===== src/rtl/rgb2gray_frame_ctrl.sv =====
// Frame sequencer for the RGB-to-grayscale datapath: accepts one frame of pixels,
// enables the datapath and carries frame position tags alongside it to the output.
module rgb2gray_frame_ctrl #(
    parameter int IMG_WIDTH  = 640,
    parameter int IMG_HEIGHT = 480,
    parameter int PIPE_LAT   = 3,
    parameter int COL_W      = 10,
    parameter int ROW_W      = 9
) (
    input  logic clk,
    input  logic rst,
    input  logic start_i,
    input  logic abort_i,
    input  logic valid_i,
    output logic ready_o,
    output logic dp_en_o,
    output logic valid_o,
    output logic sof_o,
    output logic eol_o,
    output logic eof_o,
    output logic busy_o,
    output logic done_o,
    output logic err_o
);

    // state | meaning
    // IDLE  | waiting for start_i, datapath stopped
    // RUN   | accepting pixels of the current frame
    // DRAIN | all pixels accepted, flushing the datapath until eof leaves it
    // DONE  | frame fully emitted, done_o pulse
    typedef enum logic [1:0] {
        S_IDLE  = 2'd0,
        S_RUN   = 2'd1,
        S_DRAIN = 2'd2,
        S_DONE  = 2'd3
    } state_t;

    localparam logic [COL_W-1:0] COL_LAST = COL_W'(IMG_WIDTH - 1);
    localparam logic [ROW_W-1:0] ROW_LAST = ROW_W'(IMG_HEIGHT - 1);

    // tag bit positions: {valid, sof, eol, eof}
    localparam int TAG_V   = 3;
    localparam int TAG_SOF = 2;
    localparam int TAG_EOL = 1;
    localparam int TAG_EOF = 0;

    state_t           state;
    state_t           state_nxt;
    logic [COL_W-1:0] col;
    logic [ROW_W-1:0] row;
    logic [3:0]       tag_pipe [PIPE_LAT];
    logic [3:0]       tag_in;
    logic [3:0]       tag_out;
    logic             accept;
    logic             last;
    logic             frame_start;
    logic             err;

    assign ready_o     = (state == S_RUN);
    assign dp_en_o     = (state == S_RUN) || (state == S_DRAIN);
    assign busy_o      = (state != S_IDLE);
    assign done_o      = (state == S_DONE) && !abort_i;
    assign err_o       = err;

    // Abort takes priority over everything, including a pixel offered in the same cycle.
    assign accept      = valid_i && ready_o && !abort_i;
    assign last        = (col == COL_LAST) && (row == ROW_LAST);
    assign frame_start = (state == S_IDLE) && start_i && !abort_i;

    assign tag_in[TAG_V]   = accept;
    assign tag_in[TAG_SOF] = accept && (col == '0) && (row == '0);
    assign tag_in[TAG_EOL] = accept && (col == COL_LAST);
    assign tag_in[TAG_EOF] = accept && last;

    assign tag_out = tag_pipe[PIPE_LAT-1];
    assign valid_o = tag_out[TAG_V];
    assign sof_o   = tag_out[TAG_SOF];
    assign eol_o   = tag_out[TAG_EOL];
    assign eof_o   = tag_out[TAG_EOF];

    always_ff @(posedge clk or posedge rst) begin
        if (rst) begin
            state <= S_IDLE;
        end else begin
            state <= state_nxt;
        end
    end

    always_comb begin
        state_nxt = state;
        case (state)
            S_IDLE: begin
                if (frame_start) begin
                    state_nxt = S_RUN;
                end
            end
            S_RUN: begin
                if (abort_i) begin
                    state_nxt = S_IDLE;
                end else if (accept && last) begin
                    state_nxt = S_DRAIN;
                end
            end
            S_DRAIN: begin
                if (abort_i) begin
                    state_nxt = S_IDLE;
                end else if (tag_out[TAG_EOF]) begin
                    state_nxt = S_DONE;
                end
            end
            S_DONE: begin
                state_nxt = S_IDLE;
            end
            default: begin
                state_nxt = S_IDLE;
            end
        endcase
    end

    // Row is cleared on the last pixel rather than incremented, so it never exceeds ROW_LAST.
    always_ff @(posedge clk or posedge rst) begin
        if (rst) begin
            col <= '0;
            row <= '0;
        end else if (abort_i || frame_start) begin
            col <= '0;
            row <= '0;
        end else if (accept) begin
            if (last) begin
                col <= '0;
                row <= '0;
            end else if (col == COL_LAST) begin
                col <= '0;
                row <= row + 1'b1;
            end else begin
                col <= col + 1'b1;
            end
        end
    end

    always_ff @(posedge clk or posedge rst) begin
        if (rst) begin
            err <= 1'b0;
        end else if (frame_start) begin
            err <= 1'b0;
        end else if (valid_i && !ready_o && !abort_i) begin
            err <= 1'b1;
        end
    end

    // The DRAIN->DONE edge still shifts, so the eof tag leaves the last stage on time.
    always_ff @(posedge clk or posedge rst) begin
        if (rst) begin
            for (int i = 0; i < PIPE_LAT; i++) begin
                tag_pipe[i] <= '0;
            end
        end else if (abort_i) begin
            for (int i = 0; i < PIPE_LAT; i++) begin
                tag_pipe[i] <= '0;
            end
        end else if (dp_en_o) begin
            for (int i = PIPE_LAT - 1; i > 0; i--) begin
                tag_pipe[i] <= tag_pipe[i-1];
            end
            tag_pipe[0] <= tag_in;
        end
    end

endmodule


===== config.mk =====
export PLATFORM = sky130hd
export DESIGN_NAME = rgb2gray_frame_ctrl
export DESIGN_NICKNAME = d
export VERILOG_FILES = /design/src/rtl/rgb2gray_frame_ctrl.sv
export SDC_FILE = /design/constraint.sdc
export NUM_CORES = 1
export LEC_CHECK = 0
export BUFFER_PORTS_ARGS = -buffer_cell sky130_fd_sc_hd__clkbuf_2
export CAP_MARGIN = 20
export CORE_ASPECT_RATIO = 0.7
export CORE_MARGIN = 2
export CORE_UTILIZATION = 40
export DETAILED_ROUTE_END_ITERATION = 8
export PLACE_DENSITY = 0.7
export SLEW_MARGIN = 0
export SYNTH_ARGS = -nofsm -noshare
export SYNTH_HDL_FRONTEND = slang
export SYNTH_SLANG_ARGS = --single-unit

===== constraint.sdc =====
create_clock -name clk -period 1.7 [get_ports clk]
set_input_delay 0.34 -clock clk [delete_from_list [all_inputs] [get_ports clk]]
set_output_delay 0.34 -clock clk [all_outputs]
set_load 0.05 [all_outputs]

==> results.py <==
metrics = {
    "final_layout": {
        "finalNetCount": 281,
        "final_cell_mix": "41 x buf_4, 33 x dfrtp_1, 23 x nor2_1",
        "fillCellCount": 435,
        "stdcell_area_um2": 2650,
        "drive_above_1_share_pct": 32.1,
        "area_growth_pct": 33.8,
        "antenna_cells": 0,
        "layout.cells.most_common": "buf_4",
    },
    "grt": {
        "gr-total-overflow": 0,
        "antenna_found_initial": 0,
        "grt_pass1_wl_um": 8590,
        "grt_max_degree": 35,
        "grt_pass1_vias": 1806,
        "grtUsageTotal_pct": 20.0,
    },
    "drt": {
        "drt_iter0_markers": 172,
        "highest_layer": "met4",
        "routed-via-count": 1845,
        "drt_wl_total_um": 5020,
        "dr_wl_met3_um": 441,
        "avgViaCountPerCell": 5.47,
        "wl_per_cell_um": 14.9,
        "wl_met2_um": 1990,
        "m1WireLength_um": 2490,
        "drtPass1Iterations": 4,
        "drc": 0,
        "ant_nets": 0,
    },
    "timing": {
        "worst_pin_slew_ns": 0.439,
        "clock_skew_ns": 0.0117,
        "max_slew_margin_pct": 70.7,
        "final-hold-violation-count": 0,
        "fin_crit_sh_pct": 100,
        "fmax_mhz": 587,
        "setup_violations": 1,
        "period_minus_slack_ns": 1.70,
        "drv_slew": 0,
        "rsz0062_at_grt": "true",
        "finalWorstSetupSlack_ns": -0.00367,
    },
    "clock_network": {
        "cts_tree": "built",
        "clk_latency_ns": 0.30,
        "cts.sinks": 34,
        "cts_made_buffers": 5,
        "cts_buffer_depth": 2,
        "root_buffer": "clkbuf_8",
        "clk_pin_slew_ns": 0.07,
        "htree_levels": 2,
    },
    "power_and_ir_drop": {
        "total_power_mw": 2.63,
        "power.switching_mw": 0.924,
        "leakage_nw": 1.19,
        "seqPwrFrac_pct": 34.3,
        "ir_drop_uv": 435,
        "pwr-share-comb_pct": 37.8,
        "power.density_nw_per_um2": 990,
        "switching_share_pct": 35.2,
        "p_clk_share_pct": 27.9,
        "p_int_mw": 1.70,
    },
    "setup_path": {
        "r2r_cells": 6,
        "slowest_stage": "or4b_1",
        "critPathMaxFanout": 7,
        "required_ns": 1.92,
        "r2r-start": "state[1]",
        "cp-start-kind": "register",
        "slowest_delay_ns": 0.48,
        "end_kind": "register",
        "timing.rr.end": "row[8]",
        "path_class": "reg -> reg",
        "path_cells": "inv_2 -> ha_4 -> and3b_2 -> nand4_4 -> or4b_1 -> a21oi_1",
        "crit_arrival_ns": 1.92,
        "r2r_setup_slack_ns": -0.004,
    },
    "yosys": {
        "synth_top_family_by_area": "simple AND/OR/NAND/NOR gates",
        "ys.flop_type": "dfrtp_1",
        "synth_fa_ha_area_share_pct": 5.68,
        "synth_compound_area_share_pct": 11.4,
        "yosysSeqAreaShare_pct": 42.9,
        "synth_fp_nets": 226,
        "synth_warnings": 0,
        "yosysTopAreaCell": "dfrtp_1",
        "synthArstFlopShare_pct": 100,
        "avgSynthCellArea_um2": 9.35,
        "syn_area_um2": 1980,
        "synthSimpleGateAreaFrac_pct": 28.8,
        "synth_mux_area_share_pct": 5.11,
        "synth_edf_count": 0,
        "yosys.cell_types.count": 44,
        "ys_ff_latch": 34,
        "postSynthCellCount": 212,
        "synth_top_area_share_pct": 42.9,
        "synth_area_leaders": "dfrtp_1 43%, ha_1 5.7%, mux2i_1 4.5%, nor2_1 4.4%, nand2_1 4.0%",
        "synth-xor-area-share_pct": 3.09,
    },
    "run_status": {
        "violations": "setup timing",
        "status": "finished with violations",
    },
    "floorplan": {
        "num_rows": 21,
        "core-area_um2": 4780,
        "die_x_um": 88.2,
        "dieArea_um2": 5550,
        "io_pins": 14,
        "initial_core_util_pct": 41.5,
        "die_h_um": 62.9,
    },
    "placed_design": {
        "place_ws_ns": -0.0582,
        "hpwlAfterDp_um": 3670,
        "placed_area_um2": 2420,
        "gp_congestion": 0.907,
        "numPortBuffers": 13,
    },
    "min_path": {
        "hold_class": "in -> async",
    },
    "job": {
        "maxCapViolCount": 0,
    },
}
==> kinds of logic after synthesis <==
family,after synthesis
xor+xnor,7
compound gates,33
flops,34
buf+inv,16
fa+ha+maj,9
mux,10
simple gates,103
==> power by group through the flow <==
stage          clock network, mW  registers (mW)  logic, mW
3_3_place_gp                   0           0.907      0.848
5_1_grt                    0.785           0.904       1.07
2_1_floorplan                  0           0.958      0.548
6_report                   0.733           0.900      0.992
4_1_cts                    0.748           0.897      0.949
3_5_place_dp                   0           0.908      0.859
==> registers in the layout, summed over array words and instances, names as in the netlist <==
register  count
row           9
col          10
tag_out       4
state         2
err_o         1
tag_pipe      8
==> area by class of cell <==
class,count,area (um^2),share of cell area (%)
clock inverters,1,30.0,1.13
clock buffers,7,76.3,2.88
repair buffers,54,398,15.0
inverters,10,37.5,1.42
well taps,69,86.3,3.25
multi-input cells,162,1170,44.2
flip-flops and latches,34,852,32.1
==> worst max-delay path: cells and delay by family (launching register included) <==
kind	cells	cell delay (ns)
buf+inv	1	0.08
fa+ha+maj	1	0.14
flops	1	0.39
simple gates	3	0.88
compound gates	1	0.13
==> stage by stage <==
step / util (%) / setup TNS (ns) / hold WS [ns] / cells
global placement: 50.7 / -0.0497 / 0.440 / 326
detailed placement: 50.7 / -0.187 / 0.447 / 326
global route: 55.5 / -0.212 / 0.164 / 337
finish: 55.5 / -0.00367 / 0.110 / 337
CTS: 54.6 / -0.0276 / 0.128 / 336
floorplan: - / -0.142 / 0.450 / 212
==> routing by layer <==
metal	GRT usage [%]	vias up
met5	0	-
met3	6.21	9
met1	29.7	884
li1	-	886
met2	26.0	66
met4	8.90	0
==> timing repair <==
item / in CTS / in global routing
hold buffers: 0 / 0
setup endpoints to repair: 11 / 16
buffers inserted: 2 / 1
gates cloned: 0 / 0
gates resized for setup: 16 / 12
pin swaps: 6 / 5
==> synth_stat cells, types with 5 or more instances <==
| cell | count |
|---|---|
| dfrtp_1 | 34 |
| nor2_1 | 23 |
| nand2_1 | 21 |
| nand3_1 | 15 |
| inv_1 | 10 |
| a21oi_1 | 9 |
| ha_1 | 9 |
| mux2i_1 | 9 |
| o21ai_0 | 9 |
| nor3_1 | 7 |
| clkbuf_1 | 5 |
| nand2b_1 | 5 |
| nand4_1 | 5 |
| xnor2_1 | 5 |
==> worst max path at each step <==
stage                        start      to  slack, ns  depth (start not counted)
after global routing      state[1]  row[8]      -0.08                          6
final                     state[1]  row[8]     -0.004                          6
after global placement      col[0]  row[3]      -0.05                          5
after detailed placement    col[0]  row[6]      -0.06                          5
after floorplan           state[1]  row[8]      -0.08                          6
after CTS                 state[0]  row[3]      -0.02                          5
No activity file was read; power rests on OpenSTA's default activity.
